--- src/rtl/jtag_instr_dcd.sv ---
// USER1 function-code decoder: shifts in a code, latches it on Update-DR,
// and drives registered one-hot selects, soft-reset pulse and status.
module jtag_instr_dcd #(
  parameter int             W        = 8,
  parameter int             NFUNC    = 32,
  parameter logic [W-1:0]   RST_CODE = 8'hFF
) (
  input  logic             DRCK,
  input  logic             RST,
  input  logic             SEL1,
  input  logic             TDI,
  input  logic             SHIFT,
  input  logic             CAPTURE,
  input  logic             UPDATE,
  output logic             TDO1,
  output logic [NFUNC-1:0] F,
  output logic [W-1:0]     INSTR,
  output logic             ILLEGAL,
  output logic             SOFT_RST,
  output logic [7:0]       UPD_CNT
);

  localparam logic [W:0] NF = NFUNC[W:0];

  logic [W-1:0]     sr;
  logic [NFUNC-1:0] onehot;
  logic             is_rst;
  logic             is_valid;

  assign is_rst   = (sr == RST_CODE);
  assign is_valid = ({1'b0, sr} < NF);
  assign TDO1     = SEL1 & sr[0];

  // bit 0 stays low so code 0 decodes to an all-zero NOP
  always_comb begin
    onehot = '0;
    for (int i = 1; i < NFUNC; i++) begin
      onehot[i] = (sr == W'(i));
    end
  end

  always_ff @(posedge DRCK or posedge RST) begin
    if (RST) begin
      sr       <= '0;
      INSTR    <= '0;
      F        <= '0;
      ILLEGAL  <= 1'b0;
      SOFT_RST <= 1'b0;
      UPD_CNT  <= '0;
    end else begin
      SOFT_RST <= 1'b0;
      if (SEL1) begin
        if (UPDATE) begin
          if (is_rst) begin
            SOFT_RST <= 1'b1;
            INSTR    <= '0;
            F        <= '0;
            ILLEGAL  <= 1'b0;
            UPD_CNT  <= '0;
          end else if (is_valid) begin
            INSTR   <= sr;
            F       <= onehot;
            ILLEGAL <= 1'b0;
            if (UPD_CNT != 8'hFF) begin
              UPD_CNT <= UPD_CNT + 8'd1;
            end
          end else begin
            INSTR   <= sr;
            F       <= '0;
            ILLEGAL <= 1'b1;
          end
        end else if (CAPTURE) begin
          sr <= INSTR;
        end else if (SHIFT) begin
          sr <= {TDI, sr[W-1:1]};
        end
      end
    end
  end

endmodule

--- config.mk ---
export PLATFORM = sky130hd
export DESIGN_NAME = jtag_instr_dcd
export DESIGN_NICKNAME = d
export VERILOG_FILES = /design/src/rtl/jtag_instr_dcd.sv
export SDC_FILE = /design/constraint.sdc
export NUM_CORES = 1
export LEC_CHECK = 0
export CORE_ASPECT_RATIO = 1.4
export CORE_MARGIN = 2
export CORE_UTILIZATION = 45
export DETAILED_ROUTE_END_ITERATION = 10
export HOLD_SLACK_MARGIN = 0.05
export PLACE_DENSITY = 0.81
export SETUP_SLACK_MARGIN = 0.4
export SYNTH_ARGS = -nofsm -noshare
export SYNTH_HDL_FRONTEND = slang
export SYNTH_SLANG_ARGS = --single-unit
export TNS_END_PERCENT = 10
--- constraint.sdc ---
create_clock -name DRCK -period 3 [get_ports DRCK]
set_input_delay 0.45 -clock DRCK [delete_from_list [all_inputs] [get_ports DRCK]]
set_output_delay 0.45 -clock DRCK [all_outputs]
set_load 0.1 [all_outputs]
# After elaboration in Yosys (flattened, before gate mapping)
# Cells that the tools add are included.
dict set report totals {
  elab_cells 62
  output_inout_bits 51
  input_bits 7
  reg_bits 58
}
dict set report classes {
  n_eq_ne 33
  muxes 13
  add_sub_neg 1
  n_reduce_logical 6
  n_lt_le_gt_ge 1
  bitwise_logic 2
}
# operator n
set ops {}
lappend ops {{8-bit by 5-bit == test with 1-bit output (second input constant)} 16}
lappend ops {{8-bit by 4-bit == test with 1-bit output (second input constant)} 8}
lappend ops {{32-bit two-way mux} 2}
lappend ops {{8-bit two-way mux} 6}
lappend ops {{8-bit by 3-bit == test with 1-bit output (second input constant)} 4}
lappend ops {{8-bit by 2-bit == test with 1-bit output (second input constant)} 2}
lappend ops {{8-bit by 1-bit adder with 8-bit output (second input constant)} 1}
lappend ops {{8-bit by 1-bit == test with 1-bit output (second input constant)} 1}
lappend ops {{8-bit == test (second input constant)} 1}
lappend ops {{8-bit by 6-bit less-than comparator with 1-bit output (second input constant)} 1}
lappend ops {{8-bit inequality test (second input constant)} 1}
lappend ops {{2-bit nonzero test} 3}
lappend ops {{1-bit two-way mux} 5}
lappend ops {{4-bit AND reduction} 1}
lappend ops {{3-bit AND reduction} 1}
lappend ops {{2-bit AND reduction} 1}
lappend ops {{1-bit bitwise AND} 1}
lappend ops {{1-bit inverter} 1}

# Longest topological paths before layout
dict set report depth {
  word_depth 4
  mapped_depth 5
  mapped_depth_nobuf 5
}

# Worst setup path after synthesis
# Ideal clock, no wire load.
dict set report synth_path {
  path_type {reg-to-reg}
  startpoint {register UPD_CNT[0]}
  endpoint {register UPD_CNT[2]}
  path_buffers 0
  required_time_ps 2878
  period_less_slack_ps 2125
  setup_ps 122
  arrival_time_ps 2002
  path_stages_with_launch 6
  path_slack_ps 875
  path_cell_list {dfrtp_1 -> ha_1 -> nor4b_2 -> o211ai_1 -> a21oi_1 -> nor2_1}
}
dict set report synth_between {
  elab_chain_len 4
  elab_cells_between_ends 7
  classes_between {add/sub (1); eq/ne (1); mux (3); reduce/logical (2)}
}
# element line_no
set synth_lines {}
lappend synth_lines {{start, declared} 20} ;# output logic [7:0] UPD_CNT
lappend synth_lines {{start signal, assigned} 65} ;# UPD_CNT <= UPD_CNT + 8'd1;
lappend synth_lines {{8-bit by 1-bit adder with 8-bit output} 65}
lappend synth_lines {{8-bit two-way mux} 64} ;# if (UPD_CNT != 8'hFF) begin
lappend synth_lines {{8-bit two-way mux} 60} ;# end else if (is_valid) begin
lappend synth_lines {{8-bit two-way mux} 54} ;# if (is_rst) begin
# Several ways; a longest one is shown, not always the timed one. The select of a mux whose other input is x is not followed.
# A chain may end at the register's enable or synchronous reset.

# Worst setup path after layout
dict set report layout_path {
  startpoint {input port SEL1}
  endpoint {register UPD_CNT[6]}
}
dict set report layout_between {
  elab_chain_len 1
}
# element line_no
set layout_lines {}
lappend layout_lines {{start, declared} 10} ;# input logic SEL1,
lappend layout_lines {{4-bit AND reduction (no source line)} -}
# No other way between the ends.

==> metrics.sh <==
STATUS='finished clean'
ANTENNA_FOUND_INITIAL=0
FINALCRITPERIODSHARE_PCT=65.1
DETAIL-ROUTE-ANTENNA-NETS=0
CLK_TRANSITION_REPORTED_PATHS_NS=0.06
TIMING.REG2REG.WORST_PATH_DEPTH=3
LAYOUT.AREA.SEQ_UM2=1430
NUMBER_OF_UNIQUE_STANDARD_CELL_TYPES_USED_BY_SYNTHESIS=35
WORSTSKEWPAIRLATENCY_NS=0.33
WORST-PATH-BUF-INV=1
CTS_REPAIR_RESIZE_COUNT=0
REGTOREGSTARTPOINT='sr[3]'
LAYOUT_MIN_CYCLE_TIME_NS=1.95
GRT_SETUP_UNREPAIRED='no'
SYNTHTOLAYOUTAREAGROWTH_PCT=28.6
REPORT.FINAL.SLEW_VIOL_COUNT=0
POST-ROUTE-DRC-COUNT=0
CP_DATA_ARRIVAL_TIME_NS=2.19
CLOCK_PATH_BUFFERS=2
ROUTE.DETAILED.WL_PER_INST_UM=15.5
CTS_MAX_LEVEL=3
POST-CTS-SETUP-BUFFERS=0
IO_BUFFERS=56
LAYOUTNONFILLERINSTCOUNT=368
SYNTHDOMINANTAREACELLTYPE='sky130_fd_sc_hd__dfrtp_1'
SYNTH_TOP_AREA_SHARE_PCT=58.5
GRT_OVERFLOW=0
POWERDENSITY_nW_PER_UM2=845
VIAS_IN_THE_FIRST_GLOBAL_ROUTE=1940
MAPPEDNETLISTAREA_UM2=2440
LAYOUT.NETS=306
TRITONCTS_CLOCK_TREE='yes'
WORSTSETUPPATHTYPE='in -> reg'
ANTENNADIODECOUNT=0
MIN_PATH_TYPE='reg -> reg'
TIMING.SLEW.HEADROOM_PCT=51.6
PATH_DELAY_FAMILY='compound AO/OA/AOI/OAI gates'
TIMING.MAX_CAP.VIOLATIONS=0
IOPINCOUNT=58
ASYNC_FLOP_SHARE_PCT=100
SLEW_OF_THE_PIN_WITH_THE_LOWEST_SLEW_MARGIN_NS=0.720
ENDPOINT_KIND='flop'
FILLERS=480
CORE_ROWS=31
SEQ_AREA_FRAC_SYNTH_PCT=58.5
COREAREA_UM2=5200
CRITICAL_PATH_CELL_COUNT=5
HOLDCRITSTARTPOINT='F[21]'
MULTI_INPUT_COMB_AREA_UM2=931
CTS.SINK_COUNT=57
REG2REG_SETUP_SLACK_NS=1.21
CRITICAL_PATH.MAX_STAGE_DELAY_NS=0.50
CLK_ROOT_BUFFER_CELL='sky130_fd_sc_hd__clkbuf_8'
GR-USAGE-ALL-LAYERS_PCT=20.4
TOTAL_LEAKAGE_POWER_nW=1.51
VIAS_PER_CELL=5.55
MAXIMUM_CLOCK_RATE_GHz=0.512
WORST_EP_REQUIRED_TIME_NS=3.23
YOSYS-TOP-CELLS-AREA='sky130_fd_sc_hd__dfrtp_1, sky130_fd_sc_hd__o21ai_0, sky130_fd_sc_hd__nand2_1'
SYNTH.AVG_CELL_AREA_UM2=10.2
WORSTSETUPSTARTPOINTTYPE='input port'
GRT_FIRST_PASS_WIRELENGTH_MM=9.35
INITIAL_DRC_COUNT=173
DP.FINAL_HPWL_MM=3.89
VDD_IR_DROP_MAX_mV=0.883
CTS.HOLD.BUFFERS_ADDED=0
YS_SEQ_ELEMENTS=57
INITIAL_CORE_UTIL_PCT=46.9
CTS_MADE_BUFFERS=9
LARGEST_NET_DEGREE_AT_THE_START_OF_GLOBAL_ROUTING=58
LAYOUT.CELLS.MOST_COMMON_LIST='sky130_fd_sc_hd__dfrtp_1, sky130_fd_sc_hd__buf_4, sky130_fd_sc_hd__nand2_1'
GATE_COUNT_OF_THE_MAPPED_NETLIST=238
SETUP_TNS_NS=0
DIE_AREA_UM2=6030
YOSYS_MOST_USED_DFF='sky130_fd_sc_hd__dfrtp_1'
SYNTH_FP_NETS=246
HOLD-PATH-CELL-COUNT=2
TIMING.FINAL.HOLD_VIOLATIONS=0
DIE-WIDTH_UM=66.2
TIMING.CRITICAL_PATH.CELLS='clkdlybuf4s50_1, nand2_1, a21oi_4, a41oi_1, a31oi_1'
DR.PASS1.ITERS=4
GLOBALPLACE.CONGESTION=0.751
FINALSETUPVIOLCOUNT=0
MOST_FREQUENT_STANDARD_CELL_IN_THE_LAYOUT_EXCLUDING_FILL_AND_TAP_CELLS='sky130_fd_sc_hd__dfrtp_1'
TIMING.CRITICAL_PATH.FROM='SEL1'
DETAILROUTE.VIA_COUNT=2043
TIMING.CRITICAL_PATH.FANOUT_MAX=16
ROUTED_WIRELENGTH_MM=5.69
PLACE.DETAILED.INSTANCES=353
DIE_HEIGHT_UM=91.1
CP_SLOWEST_CELL='sky130_fd_sc_hd__clkdlybuf4s50_1'
POST_ROUTE_CELLS_DRIVE_ABOVE_1_SHARE_PCT=24.8
SYNTH-EDFF-COUNT=0
FINISH.UTILIZATION_PCT=60.3
FIN_SKEW_NS=0.00618
YOSYS_WARNINGS=0
power by group:
group	internal (mW)	switching, mW	leakage [nW]	total (mW)
sequential	0.859	0.134	0.773	0.993
combinational	0.206	0.738	0.630	0.944
clock	0.421	0.291	0.102	0.712
total	1.49	1.16	1.51	2.65
cell type report:
type | count | share of cell area [%]
clock buffers | 12 | 4.95
inverters | 7 | 0.838
flip-flops and latches | 57 | 45.5
multi-input cells | 162 | 29.7
clock inverters | 3 | 1.28
repair buffers | 61 | 15.1
well taps | 66 | 2.63
registers in the layout (all words and copies together), names as in the netlist:
signal,count
UPD_CNT,8
ILLEGAL,1
sr,8
INSTR,8
F,31
SOFT_RST,1
path summary, 6_finish.rpt:
| path | to |
|---|---|
| min in group asynchronous | F[1] |
| max in group asynchronous | F[18] |
| worst max-delay path | UPD_CNT[6] |
| worst min register to register | F[21] |
| worst min-delay path | F[21] |
| worst max register to register | F[23] |
cells by family (layout without fill, tap and decap cells):
kind of cell,count (synthesis),in the layout,share of synthesized area [%]
other,1,1,0.154
AO/OA/AOI/OAI,67,67,17.2
flip-flops,57,57,58.5
adder cells (fa/ha/maj),1,1,0.513
buffers and inverters,19,83,3.29
multiplexers,9,9,3.70
AND/OR/NAND/NOR,84,84,16.6
through the flow:
stage	setup slack (ns)	instance area [um^2]	total power, mW	hold WS (ns)
2_1_floorplan	0.875	2440	1.74	0.537
3_3_place_gp	0.916	2940	1.94	0.465
3_5_place_dp	0.819	2940	1.95	0.474
4_1_cts	1.09	3130	2.67	0.487
5_1_grt	0.880	3130	2.75	0.518
6_report	1.05	3130	2.65	0.480
synth_stat cells (2+ instances only):
cell,n
sky130_fd_sc_hd__a21oi_1,5
sky130_fd_sc_hd__a22o_1,8
sky130_fd_sc_hd__a41oi_1,2
sky130_fd_sc_hd__and2_1,3
sky130_fd_sc_hd__and4_1,2
sky130_fd_sc_hd__buf_2,4
sky130_fd_sc_hd__clkbuf_1,7
sky130_fd_sc_hd__dfrtp_1,57
sky130_fd_sc_hd__inv_1,7
sky130_fd_sc_hd__mux2i_1,9
sky130_fd_sc_hd__nand2_1,50
sky130_fd_sc_hd__nand3_1,9
sky130_fd_sc_hd__nand3b_1,2
sky130_fd_sc_hd__nand4_1,4
sky130_fd_sc_hd__nor2_1,4
sky130_fd_sc_hd__nor2b_1,2
sky130_fd_sc_hd__o211ai_1,2
sky130_fd_sc_hd__o21ai_0,42
sky130_fd_sc_hd__o22ai_1,2
sky130_fd_sc_hd__or3_1,2
worst register-to-register path, cell delays in order, from the launching register on:
cell                      delay, ns
sky130_fd_sc_hd__dfrtp_1       0.48
sky130_fd_sc_hd__nor4_1        0.69
sky130_fd_sc_hd__nand3_1       0.29
sky130_fd_sc_hd__o21ai_0       0.24
per-layer routing:
layer	wire (um)	GRT usage, %	vias up
met3	273	4.96	12
li1	-	-	959
met4	112	9.01	0
met1	2280	25.4	1007
met5	0	0	-
met2	3030	33.0	65
Note: power is estimated with default switching activity, not from simulation.
